## src/rtl/eth_pkg.sv

```systemverilog
// Shared constants and types for the Ethernet receive parser.
// Latency: n/a (package only).
// Backpressure: n/a (package only).
package eth_pkg;

    localparam logic [15:0] ETH_ARP        = 16'h0806;
    localparam logic [15:0] ETH_IPV4       = 16'h0800;

    localparam logic [15:0] ARP_HTYPE_ETH  = 16'h0001;
    localparam logic [15:0] ARP_PTYPE_IPV4 = 16'h0800;
    localparam logic [7:0]  ARP_HLEN_ETH   = 8'd6;
    localparam logic [7:0]  ARP_PLEN_IPV4  = 8'd4;
    localparam logic [15:0] ARP_OPER_REQ   = 16'd1;
    localparam logic [15:0] ARP_OPER_REP   = 16'd2;

    // Byte index one past the last ARP field (TPA ends at byte 41)
    localparam logic [10:0] ARP_END_N      = 11'd42;

    typedef enum logic [1:0] {
        PKT_NONE    = 2'b00,
        PKT_ARP_REQ = 2'b01,
        PKT_ARP_REP = 2'b10,
        PKT_IPV4    = 2'b11
    } pkt_type_t;

    typedef enum logic [2:0] {
        ST_SKIP  = 3'd0,
        ST_IDLE  = 3'd1,
        ST_PRE   = 3'd2,
        ST_HDR   = 3'd3,
        ST_BODY  = 3'd4,
        ST_DRAIN = 3'd5,
        ST_END   = 3'd6
    } state_t;

    // Saturating increment for the 11-bit frame length counter
    function automatic logic [10:0] len_inc(input logic [10:0] n);
        return (n == 11'h7FF) ? n : n + 11'd1;
    endfunction

endpackage

```

## src/rtl/eth_rx_preamble.sv

```systemverilog
// Preamble/SFD tracker: SOF on the SFD byte, byte strobe for every frame byte, EOF on the first dv=0.
// Latency: combinational strobes from registered state; EOF is asserted in the first dv=0 cycle.
// Backpressure: none; the PHY stream cannot be stalled, so every byte is consumed as it arrives.
module eth_rx_preamble
    import eth_pkg::*;
(
    input  logic       clk,
    input  logic       rst_n,
    input  logic [7:0] i_rx_data,
    input  logic       i_rx_dv,
    output logic       o_sof,
    output logic       o_byte_vld,
    output logic       o_eof
);

    state_t state_q, state_d;

    // Next-state and strobe decode; ST_HDR here simply means "inside a frame"
    always_comb begin
        state_d    = state_q;
        o_sof      = 1'b0;
        o_byte_vld = 1'b0;
        o_eof      = 1'b0;
        case (state_q)
            // Coming out of reset mid-frame: ignore everything until the line goes idle
            ST_SKIP: if (!i_rx_dv) state_d = ST_IDLE;
            ST_IDLE: if (i_rx_dv) state_d = (i_rx_data == 8'h55) ? ST_PRE : ST_SKIP;
            ST_PRE: begin
                if (!i_rx_dv) begin
                    state_d = ST_IDLE;
                end else if (i_rx_data == 8'hD5) begin
                    state_d = ST_HDR;
                    o_sof   = 1'b1;
                end else if (i_rx_data != 8'h55) begin
                    state_d = ST_SKIP;
                end
            end
            ST_HDR: begin
                if (i_rx_dv) begin
                    o_byte_vld = 1'b1;
                end else begin
                    o_eof   = 1'b1;
                    state_d = ST_END;
                end
            end
            // Pulse cycle in the parser; any byte arriving now is ignored
            ST_END:  state_d = ST_IDLE;
            default: state_d = ST_SKIP;
        endcase
    end

    // State register
    always_ff @(posedge clk or negedge rst_n) begin
        if (!rst_n) state_q <= ST_SKIP;
        else        state_q <= state_d;
    end

endmodule

```

## src/rtl/eth_rx_parser.sv

```systemverilog
// Ethernet RX parser: extracts MACs and ARP fields, classifies the frame, counts drops.
// Latency: o_pkt_type pulses one cycle after the first dv=0 cycle of a frame.
// Backpressure: none; one byte per cycle is always accepted, outputs hold between pulses.
module eth_rx_parser
    import eth_pkg::*;
#(
    parameter logic [47:0] LOCAL_MAC  = 48'h02_00_00_00_00_01,
    parameter bit          MAC_FILTER = 1'b0,
    parameter int          MIN_LEN    = 64,
    parameter int          MAX_LEN    = 1518
) (
    input  logic        clk,
    input  logic        rst_n,
    input  logic [7:0]  i_rx_data,
    input  logic        i_rx_dv,
    input  logic        i_rx_er,
    output logic [47:0] o_dst_mac,
    output logic [47:0] o_src_mac,
    output logic [47:0] o_SHA,
    output logic [31:0] o_SPA,
    output logic [47:0] o_THA,
    output logic [31:0] o_TPA,
    output logic [1:0]  o_pkt_type,
    output logic [15:0] o_drop_cnt
);

    localparam logic [10:0] MIN_N = 11'(MIN_LEN);
    localparam logic [10:0] MAX_N = 11'(MAX_LEN);

    logic sof, byte_vld, eof;

    eth_rx_preamble u_pre (
        .clk        (clk),
        .rst_n      (rst_n),
        .i_rx_data  (i_rx_data),
        .i_rx_dv    (i_rx_dv),
        .o_sof      (sof),
        .o_byte_vld (byte_vld),
        .o_eof      (eof)
    );

    // Working registers (filled while the frame streams in)
    state_t      phase_q, phase_d;
    logic [10:0] n_q, n_d;
    logic        er_q, er_d, is_arp_q, is_arp_d, is_ipv4_q, is_ipv4_d;
    logic [47:0] dst_q, dst_d, src_q, src_d, sha_q, sha_d, tha_q, tha_d;
    logic [31:0] spa_q, spa_d, tpa_q, tpa_d;
    logic [15:0] htype_q, htype_d, ptype_q, ptype_d, oper_q, oper_d;
    logic [7:0]  etype_hi_q, etype_hi_d, hlen_q, hlen_d, plen_q, plen_d;

    // Output registers (loaded only in the pulse cycle)
    logic [47:0] dst_out_q, dst_out_d, src_out_q, src_out_d, sha_out_q, sha_out_d, tha_out_q, tha_out_d;
    logic [31:0] spa_out_q, spa_out_d, tpa_out_q, tpa_out_d;
    pkt_type_t   pkt_type_q, pkt_type_d;
    logic [15:0] drop_cnt_q, drop_cnt_d;

    logic [15:0] etype_now;
    logic        len_bad, arp_bad, filt_bad, frame_bad;

    assign etype_now = {etype_hi_q, i_rx_data};
    assign len_bad   = (n_q < MIN_N) || (n_q > MAX_N);
    assign arp_bad   = is_arp_q && ((n_q < ARP_END_N) || (htype_q != ARP_HTYPE_ETH) ||
                       (ptype_q != ARP_PTYPE_IPV4) || (hlen_q != ARP_HLEN_ETH) ||
                       (plen_q != ARP_PLEN_IPV4) ||
                       ((oper_q != ARP_OPER_REQ) && (oper_q != ARP_OPER_REP)));
    assign filt_bad  = MAC_FILTER && (dst_q != LOCAL_MAC) && (dst_q != 48'hFFFF_FFFF_FFFF);
    assign frame_bad = er_q || len_bad || arp_bad || filt_bad;

    // Field capture while streaming, then classification and output load at end of frame
    always_comb begin
        phase_d    = phase_q;     n_d       = n_q;       er_d       = er_q;
        is_arp_d   = is_arp_q;    is_ipv4_d = is_ipv4_q;
        dst_d      = dst_q;       src_d     = src_q;     etype_hi_d = etype_hi_q;
        htype_d    = htype_q;     ptype_d   = ptype_q;   hlen_d     = hlen_q;
        plen_d     = plen_q;      oper_d    = oper_q;
        sha_d      = sha_q;       spa_d     = spa_q;     tha_d      = tha_q;   tpa_d = tpa_q;
        dst_out_d  = dst_out_q;   src_out_d = src_out_q;
        sha_out_d  = sha_out_q;   spa_out_d = spa_out_q;
        tha_out_d  = tha_out_q;   tpa_out_d = tpa_out_q;
        drop_cnt_d = drop_cnt_q;
        pkt_type_d = PKT_NONE;

        if (sof) begin
            phase_d   = ST_HDR;
            n_d       = 11'd0;
            er_d      = i_rx_er;
            is_arp_d  = 1'b0;
            is_ipv4_d = 1'b0;
        end else if (byte_vld) begin
            n_d = len_inc(n_q);
            if (i_rx_er) er_d = 1'b1;
            case (phase_q)
                ST_HDR: begin
                    if (n_q < 11'd6)       dst_d      = {dst_q[39:0], i_rx_data};
                    else if (n_q < 11'd12) src_d      = {src_q[39:0], i_rx_data};
                    else                   etype_hi_d = i_rx_data;
                    if (n_q == 11'd13) begin
                        is_arp_d  = (etype_now == ETH_ARP);
                        is_ipv4_d = (etype_now == ETH_IPV4);
                        phase_d   = (etype_now == ETH_ARP) ? ST_BODY : ST_DRAIN;
                    end
                end
                ST_BODY: begin
                    if (n_q < 11'd16)       htype_d = {htype_q[7:0], i_rx_data};
                    else if (n_q < 11'd18)  ptype_d = {ptype_q[7:0], i_rx_data};
                    else if (n_q == 11'd18) hlen_d  = i_rx_data;
                    else if (n_q == 11'd19) plen_d  = i_rx_data;
                    else if (n_q < 11'd22)  oper_d  = {oper_q[7:0], i_rx_data};
                    else if (n_q < 11'd28)  sha_d   = {sha_q[39:0], i_rx_data};
                    else if (n_q < 11'd32)  spa_d   = {spa_q[23:0], i_rx_data};
                    else if (n_q < 11'd38)  tha_d   = {tha_q[39:0], i_rx_data};
                    else                    tpa_d   = {tpa_q[23:0], i_rx_data};
                    if (n_q == 11'd41) phase_d = ST_DRAIN;
                end
                default: ;
            endcase
        end

        if (eof) begin
            if (frame_bad) begin
                drop_cnt_d = drop_cnt_q + 16'd1;
            end else if (is_arp_q) begin
                pkt_type_d = (oper_q == ARP_OPER_REQ) ? PKT_ARP_REQ : PKT_ARP_REP;
                dst_out_d  = dst_q;  src_out_d = src_q;
                sha_out_d  = sha_q;  spa_out_d = spa_q;
                tha_out_d  = tha_q;  tpa_out_d = tpa_q;
            end else if (is_ipv4_q) begin
                pkt_type_d = PKT_IPV4;
                dst_out_d  = dst_q;  src_out_d = src_q;
                sha_out_d  = '0;     spa_out_d = '0;
                tha_out_d  = '0;     tpa_out_d = '0;
            end
        end
    end

    // All working and output state
    always_ff @(posedge clk or negedge rst_n) begin
        if (!rst_n) begin
            phase_q    <= ST_HDR;  n_q       <= '0;  er_q       <= 1'b0;
            is_arp_q   <= 1'b0;    is_ipv4_q <= 1'b0;
            dst_q      <= '0;      src_q     <= '0;  etype_hi_q <= '0;
            htype_q    <= '0;      ptype_q   <= '0;  hlen_q     <= '0;
            plen_q     <= '0;      oper_q    <= '0;
            sha_q      <= '0;      spa_q     <= '0;  tha_q      <= '0;  tpa_q <= '0;
            dst_out_q  <= '0;      src_out_q <= '0;
            sha_out_q  <= '0;      spa_out_q <= '0;
            tha_out_q  <= '0;      tpa_out_q <= '0;
            pkt_type_q <= PKT_NONE;
            drop_cnt_q <= '0;
        end else begin
            phase_q    <= phase_d;    n_q       <= n_d;       er_q       <= er_d;
            is_arp_q   <= is_arp_d;   is_ipv4_q <= is_ipv4_d;
            dst_q      <= dst_d;      src_q     <= src_d;     etype_hi_q <= etype_hi_d;
            htype_q    <= htype_d;    ptype_q   <= ptype_d;   hlen_q     <= hlen_d;
            plen_q     <= plen_d;     oper_q    <= oper_d;
            sha_q      <= sha_d;      spa_q     <= spa_d;     tha_q      <= tha_d;   tpa_q <= tpa_d;
            dst_out_q  <= dst_out_d;  src_out_q <= src_out_d;
            sha_out_q  <= sha_out_d;  spa_out_q <= spa_out_d;
            tha_out_q  <= tha_out_d;  tpa_out_q <= tpa_out_d;
            pkt_type_q <= pkt_type_d;
            drop_cnt_q <= drop_cnt_d;
        end
    end

    assign o_dst_mac  = dst_out_q;
    assign o_src_mac  = src_out_q;
    assign o_SHA      = sha_out_q;
    assign o_SPA      = spa_out_q;
    assign o_THA      = tha_out_q;
    assign o_TPA      = tpa_out_q;
    assign o_pkt_type = pkt_type_q;
    assign o_drop_cnt = drop_cnt_q;

endmodule

```

## config.mk

```make
export PLATFORM = sky130hd
export DESIGN_NAME = eth_rx_parser
export DESIGN_NICKNAME = d
export VERILOG_FILES = /design/src/rtl/eth_pkg.sv /design/src/rtl/eth_rx_preamble.sv /design/src/rtl/eth_rx_parser.sv
export SDC_FILE = /design/constraint.sdc
export NUM_CORES = 1
export LEC_CHECK = 0
export ABC_AREA = 1
export CAP_MARGIN = 30
export CORE_ASPECT_RATIO = 0.9
export CORE_UTILIZATION = 45
export DETAILED_ROUTE_END_ITERATION = 6
export PLACE_DENSITY_LB_ADDON = 0.2
export RECOVER_POWER = 50
export SLEW_MARGIN = 10
export SYNTH_ARGS = -nofsm -noshare
export SYNTH_HDL_FRONTEND = slang
export SYNTH_HIERARCHICAL = 1
export SYNTH_SLANG_ARGS = --single-unit
```

## constraint.sdc

```tcl
create_clock -name clk -period 3.1 [get_ports clk]
set_clock_uncertainty 0.05 [all_clocks]
set_input_delay 0.31 -clock clk [delete_from_list [all_inputs] [get_ports clk]]
set_output_delay 0.31 -clock clk [all_outputs]
set_load 0.02 [all_outputs]
```

==> tab_implementation.tex <==
\begin{tabular}{lr}
\hline
Metric & Value \\
\hline
\multicolumn{2}{l}{\textbf{Status}} \\
Outcome & finished with violations \\
Violations in the final reports & capacitance limit, slew limit \\
\multicolumn{2}{l}{\textbf{Die}} \\
Die area & 56,580 sq um \\
Top-level I/O count & 286 \\
Number of rows in the core area & 81 \\
Area of the core region & 54,630 sq um \\
Initial standard-cell utilization of the core & 45.83\% \\
Chip Width & 250.6 microns \\
Die boundary height & 225.8 microns \\
\multicolumn{2}{l}{\textbf{Hold path}} \\
Worst min-delay path startpoint & i\_rx\_data[4] \\
Worst hold path endpoint & oper\_q[4]\$\_DFFE\_PN0P\_ \\
Hold Path Cell Cnt & 3 \\
Classification of the worst-slack hold path & in -> reg \\
\multicolumn{2}{l}{\textbf{STA}} \\
Final hold violations & 0 \\
Finish-stage setup viols & 0 \\
Share of the clock period used by the worst path after layout & 86.49\% \\
Highest clock rate & 373.0 MHz \\
PnR worst setup slack & 418.8 ps \\
Setup\_tns & 0 ps \\
Transition time at the pin with the least slew margin & 2326 ps \\
RSZ-0062 raised after global routing & no \\
Min Tclk post-route & 2681 ps \\
Max-slew violation total from the final report & 84 \\
Worst max-slew margin expressed relative to the limit & -55.09\% \\
\multicolumn{2}{l}{\textbf{Setup path}} \\
FF-to-FF path depth & 17 \\
Required time reported for the critical path endpoint & 3560 ps \\
Register-to-Register Setup Slack & 420 ps \\
Peak fanout along the critical path & 8 \\
Worst setup path class & reg -> reg \\
CP top delay family & simple AND/OR/NAND/NOR gates \\
Worst-path cell chain & inv\_1, nand2\_1, nor2\_1, nand3\_1, inv\_1, inv\_1, nand2\_1, nor2\_1, nand3\_1, nand2\_1, inv\_1, nand3\_1, inv\_1, nand2\_1, o21ai\_0, nand2\_1, nor2\_1 \\
CP arrival & 3140 ps \\
Startpoint of the most critical register-to-register path & u\_pre/state\_q[0]\$\_DFFE\_PN0P\_ \\
Endpoint of the worst-slack reg-to-reg timing path & n\_q[7]\$\_DFFE\_PN0P\_ \\
Buffers plus inverters on the worst setup path & 5 \\
CP max stage delay & 410 ps \\
Kind of end point of the critical path & flop \\
CP startpoint kind & flop \\
Cell with the largest stage delay on the worst path & sky130\_fd\_sc\_hd\_\_dfrtp\_1 \\
\multicolumn{2}{l}{\textbf{Route}} \\
Post-route ant nets & 0 \\
Overall routed net length & 61.53 mm \\
Router iterations before antenna repair & 6 \\
Average via count per standard cell & 5.049 \\
Remaining DRCs & 0 \\
Via count of the routed design & 18,500 \\
1st-iter DRT viols & 1,374 \\
Routed WL per cell & 16.79 microns \\
\multicolumn{2}{l}{\textbf{GRT}} \\
Total track usage & 22.05\% \\
Vias in the first global route & 18,400 \\
Initial antenna violation count & 1 \\
Aggregate global routing overflow & 0 \\
First-pass GRT wire length & 99.16 mm \\
Pin count of the biggest net entering global routing & 98 \\
\multicolumn{2}{l}{\textbf{Power and ir drop}} \\
Static Leakage & 16.26 nW \\
Power per standard cell area & 537.6 nW/um\^{}2 \\
Cell internal power dissipation & 13.02 mW \\
Switching power as a share of total power & 21.83\% \\
Maximum ir drop on the vdd rail & 0.4117 mV \\
Sw Pwr & 3.637 mW \\
Sequential Power Share & 49.6\% \\
Clock power frac & 47.1\% \\
Combinational power share & 3.3\% \\
\multicolumn{2}{l}{\textbf{Logic synthesis}} \\
Post-synth design cell area & 25,030 sq um \\
Number of unique standard cell types used by synthesis & 37 \\
Count of synthesis-stage warnings from yosys & 6 \\
Xor-xnor portion of the synthesized cell area & 0.5248\% \\
Dominant combinational cell family by area after synthesis & simple AND/OR/NAND/NOR gates \\
Count of flip-flops with a built-in enable after synthesis & 0 \\
Nets in the synthesized netlist & 2,652 \\
Multiplexer share of the synthesized area & 5.318\% \\
Flops \& latches, synth & 622 \\
Simple logic cell fraction of the synthesized area & 21.78\% \\
Syn Inst Count & 2,637 \\
Async set-reset flop share out of synthesis & 100.0\% \\
Synth Area per Inst & 9.493 sq um \\
Area fraction in compound gates after synthesis & 4.473\% \\
Adder-cell area share of the yosys netlist & 0.1499\% \\
Part of the Yosys area used for sequential elements & 62.19\% \\
Most frequently used flop master after synthesis & sky130\_fd\_sc\_hd\_\_dfrtp\_1 \\
\multicolumn{2}{l}{\textbf{CTS}} \\
Clock sink count & 622 \\
Clock Path Buffers & 3 \\
H-tree depth reported by CTS & 3 \\
\# resized after CTS & 0 \\
Buffer type at the clock tree root & sky130\_fd\_sc\_hd\_\_clkbuf\_16 \\
Clock transition at the registers of the reported paths & 60 ps \\
Inserted Clock Buffers & 67 \\
Clock latency reported for the late side of the worst-skew pair & 580 ps \\
TritonCTS clock tree & built \\
\multicolumn{2}{l}{\textbf{Placed design}} \\
Dpl ws & 155.4 ps \\
Placer Congestion & 0.8623 \\
Number of input and output port buffers inserted & 285 \\
Area post-placement & 28,840 sq um \\
Half-perimeter wire length after placement & 41.00 mm \\
Inst Count DP & 3,543 \\
\multicolumn{2}{l}{\textbf{Layout}} \\
Final Instance Area & 30,990 sq um \\
Nets & 2,924 \\
Layout cell share with drive strength beyond 1 & 10.04\% \\
Fill count & 4,777 \\
Inserted Diodes & 0 \\
Post-synthesis to final-layout area growth & 23.79\% \\
Non-filler instance count after layout & 3,664 \\
\multicolumn{2}{l}{\textbf{Flow run}} \\
Max-capacitance violation count & 1 \\
\hline
\end{tabular}
-- tightest hold or removal path, stage by stage --
cell	delay (ps)
sky130_fd_sc_hd__clkdlybuf4s50_1	460
sky130_fd_sc_hd__nand2_1	100
sky130_fd_sc_hd__nand2_1	50
-- layout make-up --
type / count / area, sq um / area share [%]
Timing Repair Buffer: 348 / 3611 / 11.65
Clock buffer: 98 / 1948 / 6.286
Clock inverter: 21 / 209.0 / 0.6743
Multi-Input combinational cell: 1693 / 8105 / 26.15
Inverter: 177 / 666.9 / 2.152
Tap cell: 705 / 882.1 / 2.846
Sequential cell: 622 / 15570 / 50.23
-- registers in the layout (all words and copies together), names as in the netlist, 32 cells and up --
register,count
tpa_q,32
o_dst_mac,48
src_q,48
o_src_mac,48
tha_q,48
dst_q,48
o_SHA,48
o_THA,48
o_SPA,32
o_TPA,32
spa_q,32
sha_q,48
-- synth_stat cells, types with 8 or more instances --
cell                          n  share of area (%)
sky130_fd_sc_hd__mux2_2     105                4.7
sky130_fd_sc_hd__dfrtp_1    620                 62
sky130_fd_sc_hd__inv_2        8               0.12
sky130_fd_sc_hd__xnor2_1      9               0.31
sky130_fd_sc_hd__o21ai_1     46               0.92
sky130_fd_sc_hd__buf_2       53                1.1
sky130_fd_sc_hd__buf_4       24               0.72
sky130_fd_sc_hd__nand3_1     29               0.58
sky130_fd_sc_hd__inv_1      169                2.5
sky130_fd_sc_hd__o21ai_0    141                2.8
sky130_fd_sc_hd__nand4_1    107                2.7
sky130_fd_sc_hd__a21oi_1     25               0.50
sky130_fd_sc_hd__nor3_1      15               0.30
sky130_fd_sc_hd__nor2_1     107                1.6
sky130_fd_sc_hd__clkbuf_1    64               0.96
sky130_fd_sc_hd__nand2_1   1053                 16
-- how the worst max path moves through the flow --
stage,start,end,slack [ps],cells past startpoint
2_1_floorplan,u_pre/state_q[1]$_DFFE_PN0P_,sha_q[10]$_DFFE_PN0P_,890,15
4_1_cts,u_pre/state_q[2]$_DFFE_PN0P_,sha_q[0]$_DFFE_PN0P_,510,13
5_1_grt,rst_n,n_q[0]$_DFFE_PN0P_,100,3
3_5_place_dp,i_rx_data[3],sha_q[0]$_DFFE_PN0P_,160,15
6_report,u_pre/state_q[0]$_DFFE_PN0P_,n_q[7]$_DFFE_PN0P_,420,17
3_3_place_gp,i_rx_data[7],n_q[7]$_DFFE_PN0P_,230,17
-- cell families (layout without fill, tap and decap cells) --
kind of cell,count (synthesis),in the layout
compound gates,220,220
xor+xnor,15,15
fa+ha+maj,3,3
buf+inv,322,644
flops,622,622
mux,119,119
simple gates,1336,1336
-- layout by cell type (no fill, tap or decap), drive strengths merged --
master         instances
nand2               1055
dfrtp                620
o21ai                187
inv                  178
clkdlybuf4s50        151
dlygate4sd3          134
nor2                 115
mux2                 112
nand4                108
clkbuf               102
buf                   59
nand3                 32
a21oi                 27
nor3                  19
clkinv                16
xnor2                  9
mux2i                  7
xor2                   6
a31oi                  4
bufinv                 4
ha                     3
nand3b                 2
nor4                   2
dfstp                  2
or2                    2
o211a                  1
o22ai                  1
and2b                  1
-- power groups by stage --
stage	combinational (mW)	clock [mW]	sequential [mW]
2_1_floorplan	0.238	0	8.39
5_1_grt	0.641	8.35	8.26
4_1_cts	0.578	8.05	8.26
3_5_place_dp	0.574	0	8.40
3_3_place_gp	0.562	0	8.40
6_report	0.557	7.85	8.26
-- layer usage --
metal | share of wire [%] | GRT usage (%) | up-vias
met1 | 46 | 30.20 | 9117
met2 | 48 | 36.44 | 349
met5 | 0 | 0 | -
met4 | 2.1 | 5.917 | 0
met3 | 3.9 | 3.665 | 94
li1 | - | - | 8941
-- stage by stage --
stage	utilization [%]	power [mW]	hold WS [ps]
final	56.73	16.66	327.7
after global routing	56.73	17.26	306.6
after CTS	56.76	16.88	282.5
after detailed placement	52.80	8.977	359.0
after global placement	52.80	8.961	363.8
after floorplan	-	8.623	-35.59
-- timing repair --
| item | in CTS | in global routing |
|---|---|---|
| setup buffers | 0 | 0 |
| hold buffers | 1 | 0 |
| endpoints found under the hold margin | 77 | 0 |
(Power assumes the default switching activity.)
